<file path="src/rtl/multicycle_ctrl.sv">
// Multicycle control FSM: steps each instruction through fetch/decode/execute/memory/writeback,
// drives ALU op, operand selects and memory/register strobes; a stalled memory traps to FAULT.
module multicycle_ctrl #(
  parameter int INSTR_W     = 16,
  parameter int MEM_TIMEOUT = 16,
  parameter int CNT_W       = 5
) (
  input  logic               clk,
  input  logic               rst_n,
  input  logic               start,
  input  logic               halt,
  input  logic [INSTR_W-1:0] instr,
  input  logic               mem_ready,
  output logic               pc_en,
  output logic               ir_we,
  output logic               mem_rd,
  output logic               mem_wr,
  output logic               addr_sel,
  output logic               alu_src,
  output logic [2:0]         alu_op,
  output logic               reg_we,
  output logic               wb_sel,
  output logic               instr_done,
  output logic               busy,
  output logic               fault
);

  typedef enum logic [2:0] {
    S_IDLE, S_FETCH, S_DECODE, S_EXEC, S_MEM, S_WB, S_FAULT
  } state_t;

  localparam logic [2:0] OP_LD   = 3'b000;
  localparam logic [2:0] OP_ST   = 3'b001;
  localparam logic [2:0] OP_ADD  = 3'b010;
  localparam logic [2:0] OP_ADDI = 3'b110;
  localparam logic [2:0] OP_SUBI = 3'b111;
  localparam logic [CNT_W-1:0] CNT_LAST = CNT_W'(MEM_TIMEOUT - 1);

  state_t           state_q, state_d;
  logic [2:0]       opcode_q, opcode_d;
  logic [CNT_W-1:0] cnt_q, cnt_d;

  logic       is_ld, is_st, is_mem, use_imm, timeout;
  logic [2:0] exec_op;
  logic       unused_instr;

  assign is_ld   = (opcode_q == OP_LD);
  assign is_st   = (opcode_q == OP_ST);
  assign is_mem  = is_ld | is_st;
  assign use_imm = is_mem | (opcode_q == OP_ADDI) | (opcode_q == OP_SUBI);
  // Memory ops compute rs1+imm, so LD/ST opcodes never reach the ALU
  assign exec_op = is_mem ? OP_ADD : opcode_q;
  assign timeout = !mem_ready && (cnt_q == CNT_LAST);
  assign unused_instr = ^instr[INSTR_W-4:0];

  always_ff @(posedge clk or negedge rst_n) begin
    if (!rst_n) begin
      state_q  <= S_IDLE;
      opcode_q <= 3'b000;
      cnt_q    <= '0;
    end else begin
      state_q  <= state_d;
      opcode_q <= opcode_d;
      cnt_q    <= cnt_d;
    end
  end

  always_comb begin
    state_d  = state_q;
    opcode_d = opcode_q;
    cnt_d    = cnt_q;
    case (state_q)
      S_IDLE: begin
        if (start) begin
          state_d = S_FETCH;
          cnt_d   = '0;
        end
      end
      S_FETCH: begin
        if (mem_ready) begin
          opcode_d = instr[INSTR_W-1 -: 3];
          state_d  = S_DECODE;
        end else if (timeout) begin
          state_d = S_FAULT;
        end else begin
          cnt_d = cnt_q + 1'b1;
        end
      end
      S_DECODE: state_d = S_EXEC;
      S_EXEC: begin
        if (is_mem) begin
          state_d = S_MEM;
          cnt_d   = '0;
        end else begin
          state_d = S_WB;
        end
      end
      S_MEM: begin
        if (mem_ready) begin
          if (is_ld) begin
            state_d = S_WB;
          end else if (halt) begin
            state_d = S_IDLE;
          end else begin
            state_d = S_FETCH;
            cnt_d   = '0;
          end
        end else if (timeout) begin
          state_d = S_FAULT;
        end else begin
          cnt_d = cnt_q + 1'b1;
        end
      end
      S_WB: begin
        if (halt) begin
          state_d = S_IDLE;
        end else begin
          state_d = S_FETCH;
          cnt_d   = '0;
        end
      end
      S_FAULT: state_d = S_FAULT;
      default: state_d = S_IDLE;
    endcase
  end

  always_comb begin
    pc_en      = 1'b0;
    ir_we      = 1'b0;
    mem_rd     = 1'b0;
    mem_wr     = 1'b0;
    addr_sel   = 1'b0;
    alu_src    = 1'b0;
    alu_op     = 3'b000;
    reg_we     = 1'b0;
    wb_sel     = 1'b0;
    instr_done = 1'b0;
    busy       = 1'b0;
    fault      = 1'b0;
    case (state_q)
      S_FETCH: begin
        busy   = 1'b1;
        mem_rd = 1'b1;
        ir_we  = mem_ready;
        pc_en  = mem_ready;
      end
      S_DECODE: busy = 1'b1;
      S_EXEC: begin
        busy    = 1'b1;
        alu_op  = exec_op;
        alu_src = use_imm;
      end
      S_MEM: begin
        busy       = 1'b1;
        alu_op     = OP_ADD;
        alu_src    = 1'b1;
        addr_sel   = 1'b1;
        mem_rd     = is_ld;
        mem_wr     = is_st;
        instr_done = is_st & mem_ready;
      end
      S_WB: begin
        busy       = 1'b1;
        alu_op     = exec_op;
        alu_src    = use_imm;
        reg_we     = 1'b1;
        wb_sel     = is_ld;
        instr_done = 1'b1;
      end
      S_FAULT: fault = 1'b1;
      default: ;
    endcase
  end

endmodule

</file>
<file path="config.mk">
export PLATFORM = sky130hd
export DESIGN_NAME = multicycle_ctrl
export DESIGN_NICKNAME = d
export VERILOG_FILES = /design/src/rtl/multicycle_ctrl.sv
export SDC_FILE = /design/constraint.sdc
export NUM_CORES = 1
export LEC_CHECK = 0
export BUFFER_PORTS_ARGS = -buffer_cell sky130_fd_sc_hd__buf_2
export CORE_ASPECT_RATIO = 1.25
export CORE_MARGIN = 1.5
export CORE_UTILIZATION = 50
export DETAILED_ROUTE_END_ITERATION = 6
export PLACE_DENSITY = 0.8
export SKIP_CTS_REPAIR_TIMING = 1
export SLEW_MARGIN = 30
export SYNTH_ARGS = -nofsm -noshare
export SYNTH_HDL_FRONTEND = slang
export SYNTH_SLANG_ARGS = --single-unit
</file>
<file path="constraint.sdc">
create_clock -name clk -period 3.9 [get_ports clk]
set_clock_uncertainty 0.2 [all_clocks]
set_input_delay 0.78 -clock clk [delete_from_list [all_inputs] [get_ports clk]]
set_output_delay 0.78 -clock clk [all_outputs]
set_load 0.05 [all_outputs]
</file>
==> results.md <==
* Pins Over Slew Limit at 0
* Hpwl dp at approximately 1.4 mm
* Ys Warns at 0
* Max-Cap Viols at 0
* CP max FO at 17
* FP Rows at 16
* Power, Total at 0.000887 W
* First-pass GRT wire length at between 3 and 4 mm
* # DRC at 0
* Power Dens Cells at 906 nW/um2
* Syn_area_per_cell at 8.54 um2
* Final setup TNS at 0 ps
* I/O Buffers at 21
* N_diodes at 0
* Int Power at 0.000372 W
* Worst path max stage delay at 650 ps
* Final setup fails at 0
* Post-route antenna net violation count at 0
* Final RePlAce weighted congestion at 0.765
* Max stage delay cell, worst path: dfrtp_1
* GRT Resource Usage Total at between 20% and 30%
* Grt total ovfl at 0
* Async set or reset register ratio after synthesis at 100%
* Core area at 1600 um2
* Count of cell types in the netlist at 43
* Largest net degree at the start of global routing at 23
* Via count at between 800 and 900
* Ratio of cells with drive above 1 in the final layout at 25.8%
* Bufs on Longest Clock Path at 2
* Comb pwr share at 62.6%
* Post-synth EDFFs at 0
* Period Utilization, post-route at about three quarters
* Minimum clock period at roughly 3000 ps
* H-tree Lvls at 1
* Startpoint type of the worst setup path: register
* Primary FF master, synth: dfrtp_1
* CP Capture Type: output pin
* Post-Synthesis Cell Area at roughly 860 um2
* Area share of the largest cell type after synthesis at 31.9%
* Vias in the first global route at 734
* CP Class: reg -> out
* Synthesized instance count at 101
* 1st-iter DRT viols at 18
* RSZ-0062 raised after global routing: false
* Die width at 40.1 um
* CP delay by family, top: flip-flops
* Switching share of power at between 50% and 60%
* CTS Root Cell: clkbuf_4
* CP Cell Sequence: nor2b_1 -> o21ai_0 -> nor3b_1 -> buf_2
* Initial antenna violation count at 0
* DRT Pass-1 Iters at 4
* Buffer and inverter count on the worst path at 1
* Seq pwr share at about 28%
* Flop-to-flop setup slack at 1770 ps
* WL per Instance at 13.8 um
* Die area at 1980 um2
* Hold Crit Class: in -> async
* Least-Margin Pin Slew at 595 ps
* Sequential area share after synthesis at between 30% and 40%
* Post-DR vias/cell at 6.09
* Synthesized flop and latch total at 11
* Total wire length at 1.90 mm
* Worst-skew pair later-pin latency at 280 ps
* Initial core utilization at 53.8%
* Outcome: finished clean
* FMAX at approximately 330 MHz
* CTS tree: done
* Peak supply drop at 0.000371 V
* Fin. Hold Viols at 0
* Static leakage at 0.482 nW
* Post-synth top cells: 11 x dfrtp_1, 11 x nor2_1, 8 x inv_1
* Critical path arrival at a little over 2000 ps
* Clock power share at roughly 9.0%
* Clk sink count at 11
* Final nets at 144
* Num CTS Buffers at 3
* Die Height at slightly below 50 um
* Area growth syn-to-layout at 13.6%
* Area contributors post-synth: dfrtp_1 32%, nor2_1 4.8%, o22ai_1 4.4%, nor2b_1 3.6%, inv_1 3.5%
* Critical Path RT at 2920 ps
* Area leader, netlist: dfrtp_1
* Mapped Nets at 124
* Top Ports at 35
* Psw at a little over 0.0005 W
* Clock transition at path regs at 80 ps
* Max_slew headroom at 60.4%
[sequential cells by signal (all words and copies together), names as in the netlist]
register,count
state_q,3
opcode_q,3
cnt_q,5
[metal layers]
| metal | wire [um] | GRT usage (%) | up-vias |
|---|---|---|---|
| li1 | - | - | 415 |
| met1 | 826 | 27.9 | 403 |
| met2 | 982 | 37.9 | 18 |
| met3 | 57 | 1.37 | 5 |
| met4 | 35 | 9.20 | 0 |
| met5 | 0 | 0 | - |
[power groups by stage]
| stage | clock network [W] | logic [W] | registers, W |
|---|---|---|---|
| after detailed placement | 0 | 0.000556 | 0.000252 |
| after floorplan | 0 | 0.000511 | 0.000195 |
| after global routing | 0.0000871 | 0.000608 | 0.000261 |
| after global placement | 0 | 0.000546 | 0.000250 |
| after CTS | 0.0000849 | 0.000557 | 0.000250 |
| final | 0.0000798 | 0.000555 | 0.000252 |
[placed cells by master, fill, tap and decap left out, drive strengths merged, types with 2 or more instances in the layout]
cell type  instances
nand4              2
o211a              2
buf               21
and3               4
dfrtp             11
clkbuf             4
o21ai              4
inv                8
o211ai             3
a22o               3
nor3b              2
nor2              12
o22ai              6
nand2              3
nor2b              5
a21oi              5
mux2               2
ha                 2
nor3               2
[path summary, 6_finish.rpt]
path	startpoint	depth (start not counted)	endpoint
worst min register to register	cnt_q[0]$_DFFE_PN0P_	1	cnt_q[0]$_DFFE_PN0P_
max in group asynchronous	rst_n	1	cnt_q[4]$_DFFE_PN0P_
worst min-delay path	rst_n	1	cnt_q[1]$_DFFE_PN0P_
worst max-delay path	state_q[2]$_DFFE_PN0P_	4	alu_op[0]
worst max register to register	state_q[0]$_DFFE_PN0P_	4	cnt_q[3]$_DFFE_PN0P_
min in group clk	cnt_q[0]$_DFFE_PN0P_	1	cnt_q[0]$_DFFE_PN0P_
[layout make-up]
| class | instances | area (um2) |
|---|---|---|
| well taps | 18 | 22.5 |
| repair buffers | 21 | 105 |
| multi-input cells | 76 | 520 |
| fillers | 147 | 622 |
| clock buffers | 4 | 26.3 |
| inverters | 8 | 30.0 |
| flip-flops and latches | 11 | 275 |
[kinds of logic after synthesis]
family | Yosys count | share of synthesized area [%]
compound gates | 32 | 27.6
simple gates | 37 | 24.1
xor+xnor | 2 | 2.03
mux | 3 | 3.77
flops | 11 | 31.9
buf+inv | 14 | 7.69
fa+ha+maj | 2 | 2.90
[per-stage QoR]
stage          instances  util (%)  hold WS (ps)  setup slack, ps  instance area, um2
2_1_floorplan        101         -           276              836                 862
3_3_place_gp         134      59.5           303             1290                 953
3_5_place_dp         134      59.5           310             1200                 953
4_1_cts              138      61.2           159              892                 980
5_1_grt              138      61.2           179              753                 980
6_report             138      61.2           163              903                 980
Power figures use the tool's default switching activity.
